[config.mk]
export PLATFORM = sky130hd
export DESIGN_NAME = uart_deser_param
export DESIGN_NICKNAME = d
export VERILOG_FILES = /design/src/rtl/uart_deser_param.sv
export SDC_FILE = /design/constraint.sdc
export NUM_CORES = 1
export LEC_CHECK = 0
export ABC_AREA = 0
export BUFFER_PORTS_ARGS = -buffer_cell sky130_fd_sc_hd__buf_2
export CORE_ASPECT_RATIO = 0.8
export CORE_UTILIZATION = 40
export CTS_BUF_LIST = sky130_fd_sc_hd__clkbuf_8
export DETAILED_ROUTE_END_ITERATION = 10
export GPL_ROUTABILITY_DRIVEN = 0
export GPL_TIMING_DRIVEN = 0
export PLACE_DENSITY = 0.64
export SYNTH_ARGS = -nofsm -noshare
export SYNTH_HDL_FRONTEND = slang
export SYNTH_SLANG_ARGS = --single-unit
export TNS_END_PERCENT = 20
[constraint.sdc]
create_clock -name clk -period 2.15 [get_ports clk]
set_input_delay 0.215 -clock clk [delete_from_list [all_inputs] [get_ports clk]]
set_output_delay 0.215 -clock clk [all_outputs]
set_load 0.02 [all_outputs]
[src/rtl/uart_deser_param.sv]
// Serial-to-parallel converter for the UART receive path: gathers DATA_WIDTH
// bits in either order, optionally checks a trailing parity bit, and strobes a registered word.
module uart_deser_param #(
  parameter int unsigned DATA_WIDTH = 8,
  parameter bit          LSB_FIRST  = 1'b1
) (
  input  logic                  clk,
  input  logic                  rst_n,
  input  logic                  clear,
  input  logic                  deser_en,
  input  logic                  sampled_bit,
  input  logic                  par_en,
  input  logic                  par_typ,
  output logic [DATA_WIDTH-1:0] P_DATA,
  output logic                  data_valid,
  output logic                  par_err,
  output logic                  busy
);

  localparam int unsigned CW = $clog2(DATA_WIDTH + 1);
  localparam logic [CW-1:0] CNT_LAST = CW'(DATA_WIDTH - 1);
  localparam logic [CW-1:0] CNT_FULL = CW'(DATA_WIDTH);

  typedef enum logic {
    S_DATA,
    S_PAR
  } state_t;

  state_t                  state_q, state_d;
  logic [CW-1:0]           cnt_q, cnt_d;
  logic [DATA_WIDTH-1:0]   sh_q, sh_d;
  logic                    par_en_q, par_en_d;
  logic                    par_typ_q, par_typ_d;
  logic [DATA_WIDTH-1:0]   p_data_q, p_data_d;
  logic                    valid_q, valid_d;
  logic                    par_err_q, par_err_d;
  logic                    busy_q, busy_d;

  always_ff @(posedge clk or negedge rst_n) begin
    if (!rst_n) begin
      state_q   <= S_DATA;
      cnt_q     <= '0;
      sh_q      <= '0;
      par_en_q  <= 1'b0;
      par_typ_q <= 1'b0;
      p_data_q  <= '0;
      valid_q   <= 1'b0;
      par_err_q <= 1'b0;
      busy_q    <= 1'b0;
    end else begin
      state_q   <= state_d;
      cnt_q     <= cnt_d;
      sh_q      <= sh_d;
      par_en_q  <= par_en_d;
      par_typ_q <= par_typ_d;
      p_data_q  <= p_data_d;
      valid_q   <= valid_d;
      par_err_q <= par_err_d;
      busy_q    <= busy_d;
    end
  end

  always_comb begin
    state_d   = state_q;
    cnt_d     = cnt_q;
    sh_d      = sh_q;
    par_en_d  = par_en_q;
    par_typ_d = par_typ_q;
    p_data_d  = p_data_q;
    valid_d   = 1'b0;
    par_err_d = par_err_q;

    if (clear) begin
      state_d = S_DATA;
      cnt_d   = '0;
      sh_d    = '0;
    end else if (deser_en) begin
      unique case (state_q)
        S_DATA: begin
          if (LSB_FIRST) sh_d = {sampled_bit, sh_q[DATA_WIDTH-1:1]};
          else           sh_d = {sh_q[DATA_WIDTH-2:0], sampled_bit};
          if (cnt_q == CNT_LAST) begin
            // Parity settings are captured only here, so mid-frame changes are ignored.
            par_en_d  = par_en;
            par_typ_d = par_typ;
            if (par_en_d) begin
              state_d = S_PAR;
              cnt_d   = CNT_FULL;
            end else begin
              p_data_d  = sh_d;
              valid_d   = 1'b1;
              par_err_d = 1'b0;
              cnt_d     = '0;
            end
          end else begin
            cnt_d = cnt_q + CW'(1);
          end
        end
        S_PAR: begin
          par_err_d = sampled_bit ^ (^sh_q) ^ par_typ_q;
          p_data_d  = sh_q;
          valid_d   = 1'b1;
          cnt_d     = '0;
          state_d   = S_DATA;
        end
        default: state_d = S_DATA;
      endcase
    end

    busy_d = (cnt_d != '0);
  end

  assign P_DATA     = p_data_q;
  assign data_valid = valid_q;
  assign par_err    = par_err_q;
  assign busy       = busy_q;

endmodule
# ---- Word-level counts from Yosys, hierarchy flattened
# Index checks and enable logic that the tools add are counted.
dict set report word_totals {
  memories 0
  inputBits 7
  latch_bits 0
  wordCells 47
  rom_bits 0
  out_inout_bits 11
  register_bits 25
  ramBits 0
}
dict set report op_classes {
  n_eq_ne 4
  div_mod_pow 0
  n_bitwise 4
  reduce_logical 6
  n_lt_le_gt_ge 0
  n_addsub 1
  multipliers 0
  muxes 24
  shifts 0
}
# operator n
set op_table {}
lappend op_table {{two-way mux 8 bit} 5}
lappend op_table {{two-way mux 4 bit} 4}
lappend op_table {{case mux 8 bit (2 select lines)} 1}
lappend op_table {{two-way mux 1 bit} 10}
lappend op_table {{case mux 4 bit (2 select lines)} 1}
lappend op_table {{AND reduction 4 bit} 2}
lappend op_table {{parity 8 bit} 1}
lappend op_table {{!= test 2 bit, second input constant} 3}
lappend op_table {{case mux 1 bit (2 select lines)} 3}
lappend op_table {{adder 4 x 1 -> 4 bit, second input constant} 1}
lappend op_table {{== test 4 x 3 -> 1 bit, second input constant} 1}
lappend op_table {{nonzero test 4 bit} 1}
lappend op_table {{inverter 1 bit} 2}
lappend op_table {{AND reduction 2 bit} 1}
lappend op_table {{nonzero test 2 bit} 1}
lappend op_table {{bitwise XOR 1 bit} 2}

# ---- Depth between registers and ports, before layout
# Gate-level depths: netlist (run 1).
dict set report depth {
  ltp_word 6
  mapped_depth 6
  ltp_nobuf 5
}

# ---- Worst setup path after synthesis (run 1)
# OpenSTA, ideal clock, no wires.
dict set report synth_timing {
  path_kind {register to register}
  start {register cnt_q[0]}
  end {register busy_q, in the netlist busy}
  t_required_ps 2011
  path_slack_ps 402
  arrival_ps 1610
  n_path_buf 0
  setup_ps 139
  stages_incl_launch_ff 6
  path_cell_list {dfrtp_1 -> ha_1 -> and4bb_4 -> and3b_1 -> o22a_1 -> or4_1}
}
dict set report synth_between {
  elab_chain_cells 6
  word_cells_on_any_way 7
}
# element line
set synth_lines {}
lappend synth_lines {{from (decl)} 30} ;# logic [CW-1:0] cnt_q, cnt_d;
lappend synth_lines {{from (signal assigned)} 52} ;# cnt_q <= cnt_d;
lappend synth_lines {{adder 4 x 1 -> 4 bit or == test 4 x 3 -> 1 bit (tied branches)} {96, 82}}
lappend synth_lines {{two-way mux 4 bit *} 82} ;# if (cnt_q == CNT_LAST) begin
lappend synth_lines {{case mux 4 bit (2 select lines) *} 78} ;# unique case (state_q)
lappend synth_lines {{two-way mux 4 bit *} 77} ;# end else if (deser_en) begin
lappend synth_lines {{two-way mux 4 bit *} 73} ;# if (clear) begin
lappend synth_lines {{named net cnt_d[3]} 30}
lappend synth_lines {{nonzero test 4 bit *} 110} ;# busy_d = (cnt_d != '0);
lappend synth_lines {{named net busy_d} 37} ;# logic busy_q, busy_d;
lappend synth_lines {{to (signal assigned)} 59} ;# busy_q <= busy_d;
lappend synth_lines {{to (decl)} 37}
# The timed path passes the listed nets; every way through them passes the cells marked *.
# A chain may end at the register's enable or synchronous reset.

# ---- Worst setup path in the final report (run 1)
# Same ends and word-level chain as after synthesis.

==> results of run 1 <==
-- worst paths after layout --
check | endpoint | slack, ps | cells after the start | start
max | busy$_DFF_PN0_ | 250 | 5 | cnt_q[0]$_DFF_PN0_
min | par_typ_q$_DFFE_PN0P_ | 180 | 2 | par_typ
max reg2reg | busy$_DFF_PN0_ | 250 | 5 | cnt_q[0]$_DFF_PN0_
min reg2reg | P_DATA[0]$_DFFE_PN0P_ | 480 | 2 | P_DATA[0]$_DFFE_PN0P_
max in group asynchronous | cnt_q[2]$_DFF_PN0_ | 1320 | 2 | rst_n
min in group asynchronous | data_valid$_DFF_PN0_ | 470 | 2 | rst_n
-- state kept, by name, indices dropped and copies added, names as in the netlist --
signal,count
state_q,1
P_DATA,8
par_typ_q,1
cnt_q,4
data_valid,1
busy,1
sh_q,8
par_err,1
-- power groups by stage --
stage | Clock [mW] | Sequential, mW | Combinational, mW
4_1_cts | 0.276 | 0.486 | 0.0665
5_1_grt | 0.299 | 0.488 | 0.0746
3_5_place_dp | 0 | 0.495 | 0.0654
6_report | 0.266 | 0.486 | 0.0655
3_3_place_gp | 0 | 0.495 | 0.0635
2_1_floorplan | 0 | 0.498 | 0.0341
-- cell families after synthesis --
logic type               after synthesis  share of synthesized area [%]
AND/OR/NAND/NOR                       43                          17.57
AO/OA/AOI/OAI                         32                          14.96
multiplexers                           6                          5.126
flip-flops                            25                          52.30
adder cells (fa/ha/maj)                1                          1.046
XOR/XNOR                               8                          7.008
buffers and inverters                  6                          1.987
-- per-stage QoR --
| stage | utilization, % | total power, mW | setup slack, ps | instances |
|---|---|---|---|---|
| final | 49.29 | 0.8181 | 247.7 | 181 |
| after global routing | 49.29 | 0.8608 | 98.13 | 181 |
| after CTS | 49.29 | 0.8286 | 250.0 | 181 |
| after detailed placement | 47.33 | 0.5607 | 272.9 | 176 |
| after global placement | 47.33 | 0.5587 | 274.6 | 176 |
| after floorplan | - | 0.5318 | 401.6 | 121 |
-- placed cells by master, fill, tap and decap left out --
cell type	n
sky130_fd_sc_hd__o22a_1	1
sky130_fd_sc_hd__nor3b_1	1
sky130_fd_sc_hd__nand3_1	1
sky130_fd_sc_hd__buf_2	18
sky130_fd_sc_hd__dfrtp_1	25
sky130_fd_sc_hd__and4bb_4	1
sky130_fd_sc_hd__or2b_1	1
sky130_fd_sc_hd__and3b_1	1
sky130_fd_sc_hd__a32oi_1	1
sky130_fd_sc_hd__xor2_1	1
sky130_fd_sc_hd__nor2_1	4
sky130_fd_sc_hd__a22o_1	1
sky130_fd_sc_hd__clkbuf_1	3
sky130_fd_sc_hd__o21ai_0	9
sky130_fd_sc_hd__mux2_2	1
sky130_fd_sc_hd__xnor2_1	6
sky130_fd_sc_hd__xnor3_1	1
sky130_fd_sc_hd__and4bb_1	1
sky130_fd_sc_hd__a21oi_1	14
sky130_fd_sc_hd__o22ai_1	6
sky130_fd_sc_hd__nand2b_1	1
sky130_fd_sc_hd__inv_1	3
sky130_fd_sc_hd__nand2_1	28
sky130_fd_sc_hd__mux2i_1	5
sky130_fd_sc_hd__nor2b_1	2
sky130_fd_sc_hd__clkbuf_8	3
sky130_fd_sc_hd__ha_1	1
sky130_fd_sc_hd__dlygate4sd3_1	1
sky130_fd_sc_hd__nand4_1	1
sky130_fd_sc_hd__or4_1	1
-- repair_timing --
item,in CTS,in global routing
endpoints found under the hold margin,25,0
setup endpoints to repair,0,0
hold buffers,1,0
-- layout make-up --
type / instances / area [µm²] / share of cell area (%)
inverter: 2 / 7.507 / 0.5425
buffer: 4 / 16.27 / 1.175
clock buffer: 3 / 41.29 / 2.984
timing repair buffer: 18 / 95.09 / 6.872
sequential: 25 / 625.6 / 45.21
tap: 38 / 47.55 / 3.436
clock inverter: 1 / 3.754 / 0.2712
multi-input combinational: 90 / 546.8 / 39.51
-- per-layer routing --
layer	track usage, %	vias up	routed length [µm]
met5	0	-	0
met2	24.55	16	986
met3	4.688	2	71
li1	-	468	-
met4	4.651	0	16
met1	20.83	437	1163
==> flow_summary_export.csv, run 1 <==
group,metric,value,unit
placed_design,numPortBuffers,17,
yosys,synth_enable_flop_cells,0,
power,seqPwrFrac,59.5,%
power,pwr_density_cell,591.2,nW/µm²
global_route,grt_max_degree,26,
final_layout,final_net_count,152,
yosys,synth_cell_types,28,
yosys,yosys_register_bits,25,
floorplanning,top_level_ports,18,
setup_path,cp_cell_sequence,"ha_1 > and4bb_4 > and3b_1 > o22a_1 > or4_1",
floorplanning,dieArea,3214,µm²
route,dr_total_vias,923,
final_layout,layout-drive-gt1-share,16.08,%
yosys,postSynthAreaPerCell,9.886,µm²
clocking,post_cts.resized_instances,0,
yosys,synth.top_cells.by_area,"sky130_fd_sc_hd__dfrtp_1 (52%), sky130_fd_sc_hd__nand2_1 (8.8%), sky130_fd_sc_hd__a21oi_1 (5.9%)",
setup_path,timing.critical_path.to_type,"flip-flop",
clocking,cts.clk_slew.worst_paths,80,ps
route,final_routed_wirelength,2237,µm
timing,max_clock_freq,0.5257,GHz
yosys,cell_types_with_the_highest_counts_after_synthesis,"sky130_fd_sc_hd__nand2_1 (28), sky130_fd_sc_hd__dfrtp_1 (25), sky130_fd_sc_hd__a21oi_1 (14)",
floorplanning,initial_utilization,42.60,%
final_layout,antenna_cells,0,
timing,timing.final.setup_violations,0,
final_layout,design_area,1384,µm²
power,net-switching-power,0.1866,mW
floorplanning,placementRows,17,
floorplanning,fp.coreArea,2808,µm²
setup_path,timing.critical_path.fanout_max,7,
timing,skew,3.754,ps
yosys,syn_area,1196,µm²
timing,timing_worst_slew_pin_value,542.0,ps
global_route,number_of_global_route_vias_before_repair,801,
timing,final_count_of_pins_violating_max_slew,0,
clocking,max_h_tree_level,1,
route,ant_nets,0,
setup_path,cp_slowest_cell,"sky130_fd_sc_hd__dfrtp_1",
timing,hold_viol,0,
clocking,numClockSinks,25,
global_route,grt_first_pass_wirelength,3767,µm
yosys,postSynth.asyncResetShare,100.0,%
timing,final_cycle_share,88.48,%
final_layout,area_growth_syn_to_layout,15.69,%
yosys,ys_dominant_reg_cell,"sky130_fd_sc_hd__dfrtp_1",
setup_path,crit_arrival,2040,ps
setup_path,cp_top_family,"simple AND/OR/NAND/NOR gates",
setup_path,crit_type,"flip-flop to flip-flop",
power,internal_power,0.6314,mW
yosys,netlist_instances,121,
power,p_comb_share,8.0,%
final_layout,filler_cell_count,267,
floorplanning,die_w,63.14,µm
yosys,synth_nets,129,
setup_path,crit_path_max_incr_delay,410,ps
clocking,root_driver,"sky130_fd_sc_hd__clkbuf_8",
global_route,global_route.usage.total,15.64,%
outcome,outcome,"completed",
yosys,synth.most_common_cell,"sky130_fd_sc_hd__nand2_1",
placed_design,post-dp-hpwl,1623,µm
clocking,numCtsBuffers,3,
yosys,yosysTopAreaCell,"sky130_fd_sc_hd__dfrtp_1",
route,drt-wirelength-per-cell,12.36,µm
yosys,yosysWarnings,0,
power,switching_power_as_a_share_of_total_power,22.81,%
yosys,synth_largest_type_area_fraction,52.30,%
power,pwr-share-clk,32.5,%
clocking,cts_buffer_depth,2,
clocking,tritoncts,"done",
worst_hold_path,hold_path.class,"primary input to flip-flop",
timing,fin_hold_ws,180.6,ps
yosys,synth-seq-area-share,52.30,%
power,irDropWorstVdd,0.5456,mV
timing,rsz0062_at_grt,"no",
setup_path,critical_path_required,2290,ps
power,cellLeakagePower,0.6310,nW
timing,timing.slew.headroom,63.86,%
timing,tns,0,ps
global_route,gr-total-overflow,0,
clocking,post_cts_buffers,0,
floorplanning,die_h,50.91,µm
setup_path,worstPathBufferInverterCount,0,
timing,fin_crit,1902,ps
global_route,initial_antenna_violation_count,0,
route,drt_drc_violations_left,0,
route,drt_iter0_drc,28,
route,vias_per_cell,5.099,
route,detailedRoute.firstPassIterationCount,4,
setup_path,cp-start-kind,"flip-flop",
job,max_cap_viol_count,0,
placed_design,placed_area,1329,µm²
clocking,clock_latency_late_sink,260,ps
(Power assumes the default switching activity.)
==> run 2: changes to the inputs <==
--- a/config.mk
+++ b/config.mk
@@ -9,7 +9,7 @@
 export BUFFER_PORTS_ARGS = -buffer_cell sky130_fd_sc_hd__buf_2
 export CORE_ASPECT_RATIO = 0.8
 export CORE_UTILIZATION = 40
-export CTS_BUF_LIST = sky130_fd_sc_hd__clkbuf_8
+export CTS_CLUSTER_SIZE = 28
 export DETAILED_ROUTE_END_ITERATION = 10
 export GPL_ROUTABILITY_DRIVEN = 0
 export GPL_TIMING_DRIVEN = 0
==> run 2 against run 1 <==
Against the previous run: wire length decreased by 0.27%; utilization unchanged; setup slack about the same; sequential cell count unchanged; combinational power about the same.
==> flow_summary_export.csv, run 2 (synthesized netlist as in run 1, its figures left out) <==
group,metric,value,unit
route,dr_total_vias,918,
route,drt_iter0_drc,28,
global_route,initial_antenna_violation_count,0,
final_layout,most_frequent_standard_cell_in_the_layout_excluding_fill_and_tap_cells,"sky130_fd_sc_hd__nand2_1",
floorplanning,die_h,50.91,µm
final_layout,final_net_count,152,
timing,fin_hold_ws,180.7,ps
timing,final_cycle_share,88.49,%
timing,final_count_of_pins_violating_max_slew,0,
clocking,cts.clk_slew.worst_paths,80,ps
timing,final.setup.worst_slack,247.4,ps
floorplanning,fp.coreArea,2808,µm²
global_route,gr-total-overflow,0,
power,pwr_density_cell,595.1,nW/µm²
final_layout,final_core_utilization,49.29,%
final_layout,antenna_cells,0,
setup_path,timing.critical_path.fanout_max,7,
timing,timing.final.setup_violations,0,
final_layout,design_area,1384,µm²
timing,tns,0,ps
global_route,grt_max_degree,26,
floorplanning,die_w,63.14,µm
final_layout,area_growth_syn_to_layout,15.69,%
placed_design,numPortBuffers,17,
floorplanning,initial_utilization,42.60,%
power,cellLeakagePower,0.6268,nW
route,met2RoutedLength,986,µm
timing,rsz0062_at_grt,"no",
clocking,numClockSinks,25,
floorplanning,placementRows,17,
floorplanning,top_level_ports,18,
final_layout,final_cell_mix,"sky130_fd_sc_hd__nand2_1 (28), sky130_fd_sc_hd__dfrtp_1 (25), sky130_fd_sc_hd__buf_2 (18), sky130_fd_sc_hd__a21oi_1 (14), sky130_fd_sc_hd__o21ai_0 (9)",
setup_path,crit_type,"flip-flop to flip-flop",
placed_design,post-dp-hpwl,1623,µm
timing,fin_crit,1903,ps
outcome,outcome,"completed",
timing,skew,3.258,ps
route,final_routed_wirelength,2231,µm
clocking,clock_latency_late_sink,260,ps
placed_design,post-place-ws,272.9,ps
job,max_cap_viol_count,0,
route,detailedRoute.firstPassIterationCount,4,
global_route,global_route.usage.total,15.64,%
global_route,number_of_global_route_vias_before_repair,801,
worst_hold_path,hold_path.class,"primary input to flip-flop",
route,met3RoutedLength,66,µm
route,drt_drc_violations_left,0,
clocking,cts_buffer_depth,2,
clocking,root_driver,"sky130_fd_sc_hd__clkbuf_8",
route,routedLengthMet1,1163,µm
setup_path,cp-start-kind,"flip-flop",
timing,timing_worst_slew_pin_value,541.8,ps
global_route,grt_first_pass_wirelength,3767,µm
route,ant_nets,0,
route,maxUsedRoutingLayer,"met4",
floorplanning,dieArea,3214,µm²
timing,max_clock_freq,0.5256,GHz
clocking,max_h_tree_level,1,
clocking,numCtsBuffers,3,
placed_design,placed_area,1329,µm²
final_layout,layout-drive-gt1-share,16.08,%
timing,hold_viol,0,
clocking,post_cts.resized_instances,0,
setup_path,timing.critical_path.to_type,"flip-flop",
clocking,tritoncts,"done",
route,vias_per_cell,5.072,
power,irDropWorstVdd,0.5460,mV
setup_path,critical_path_required,2290,ps
timing,timing.slew.headroom,63.88,%
setup_path,crit_arrival,2040,ps
route,drt-wirelength-per-cell,12.33,µm
## run 2: critical path: stages (launching register included)
cell	delay, ps
sky130_fd_sc_hd__dfrtp_1	410
sky130_fd_sc_hd__ha_1	260
sky130_fd_sc_hd__and4bb_4	310
sky130_fd_sc_hd__and3b_1	190
sky130_fd_sc_hd__o22a_1	210
sky130_fd_sc_hd__or4_1	400
## run 2: power by group
part,switching (mW),internal (mW)
Clock,0.139,0.132
Sequential,0.00834,0.478
Combinational,0.0397,0.0259
## run 2: routing by layer
metal  GRT usage, %  up-vias
met5              0        -
met4          4.651        0
met3          4.688        2
met2          24.55       14
met1          20.83      434
li1               -      468
## run 2: final cells by class
cell class / count / area (µm²)
tap: 38 / 47.55
fill: 267 / 1424
multi-input combinational: 90 / 546.8
buffer: 4 / 16.27
clock buffer: 4 / 45.04
inverter: 2 / 7.507
sequential: 25 / 625.6
timing repair buffer: 18 / 95.09
## run 2: what timing repair did
action / CTS / global route
hold endpoints to repair: 25 / 0
hold buffers: 1 / 0
buffers inserted: 0 / 0
## run 2: worst paths after layout
kind	startpoint	end	slack [ps]	cells after the start
worst min register to register	P_DATA[0]$_DFFE_PN0P_	P_DATA[0]$_DFFE_PN0P_	480	2
worst max register to register	cnt_q[0]$_DFF_PN0_	busy$_DFF_PN0_	250	5
max in group asynchronous	rst_n	cnt_q[2]$_DFF_PN0_	1320	2
min in group asynchronous	rst_n	data_valid$_DFF_PN0_	470	2
worst max-delay path	cnt_q[0]$_DFF_PN0_	busy$_DFF_PN0_	250	5
worst min-delay path	par_typ	par_typ_q$_DFFE_PN0P_	180	2
## run 2: metrics by stage
step | power, mW | cells
after floorplan | 0.5318 | 121
after CTS | 0.8330 | 181
after global routing | 0.8654 | 181
after detailed placement | 0.5607 | 176
after global placement | 0.5587 | 176
final | 0.8235 | 181
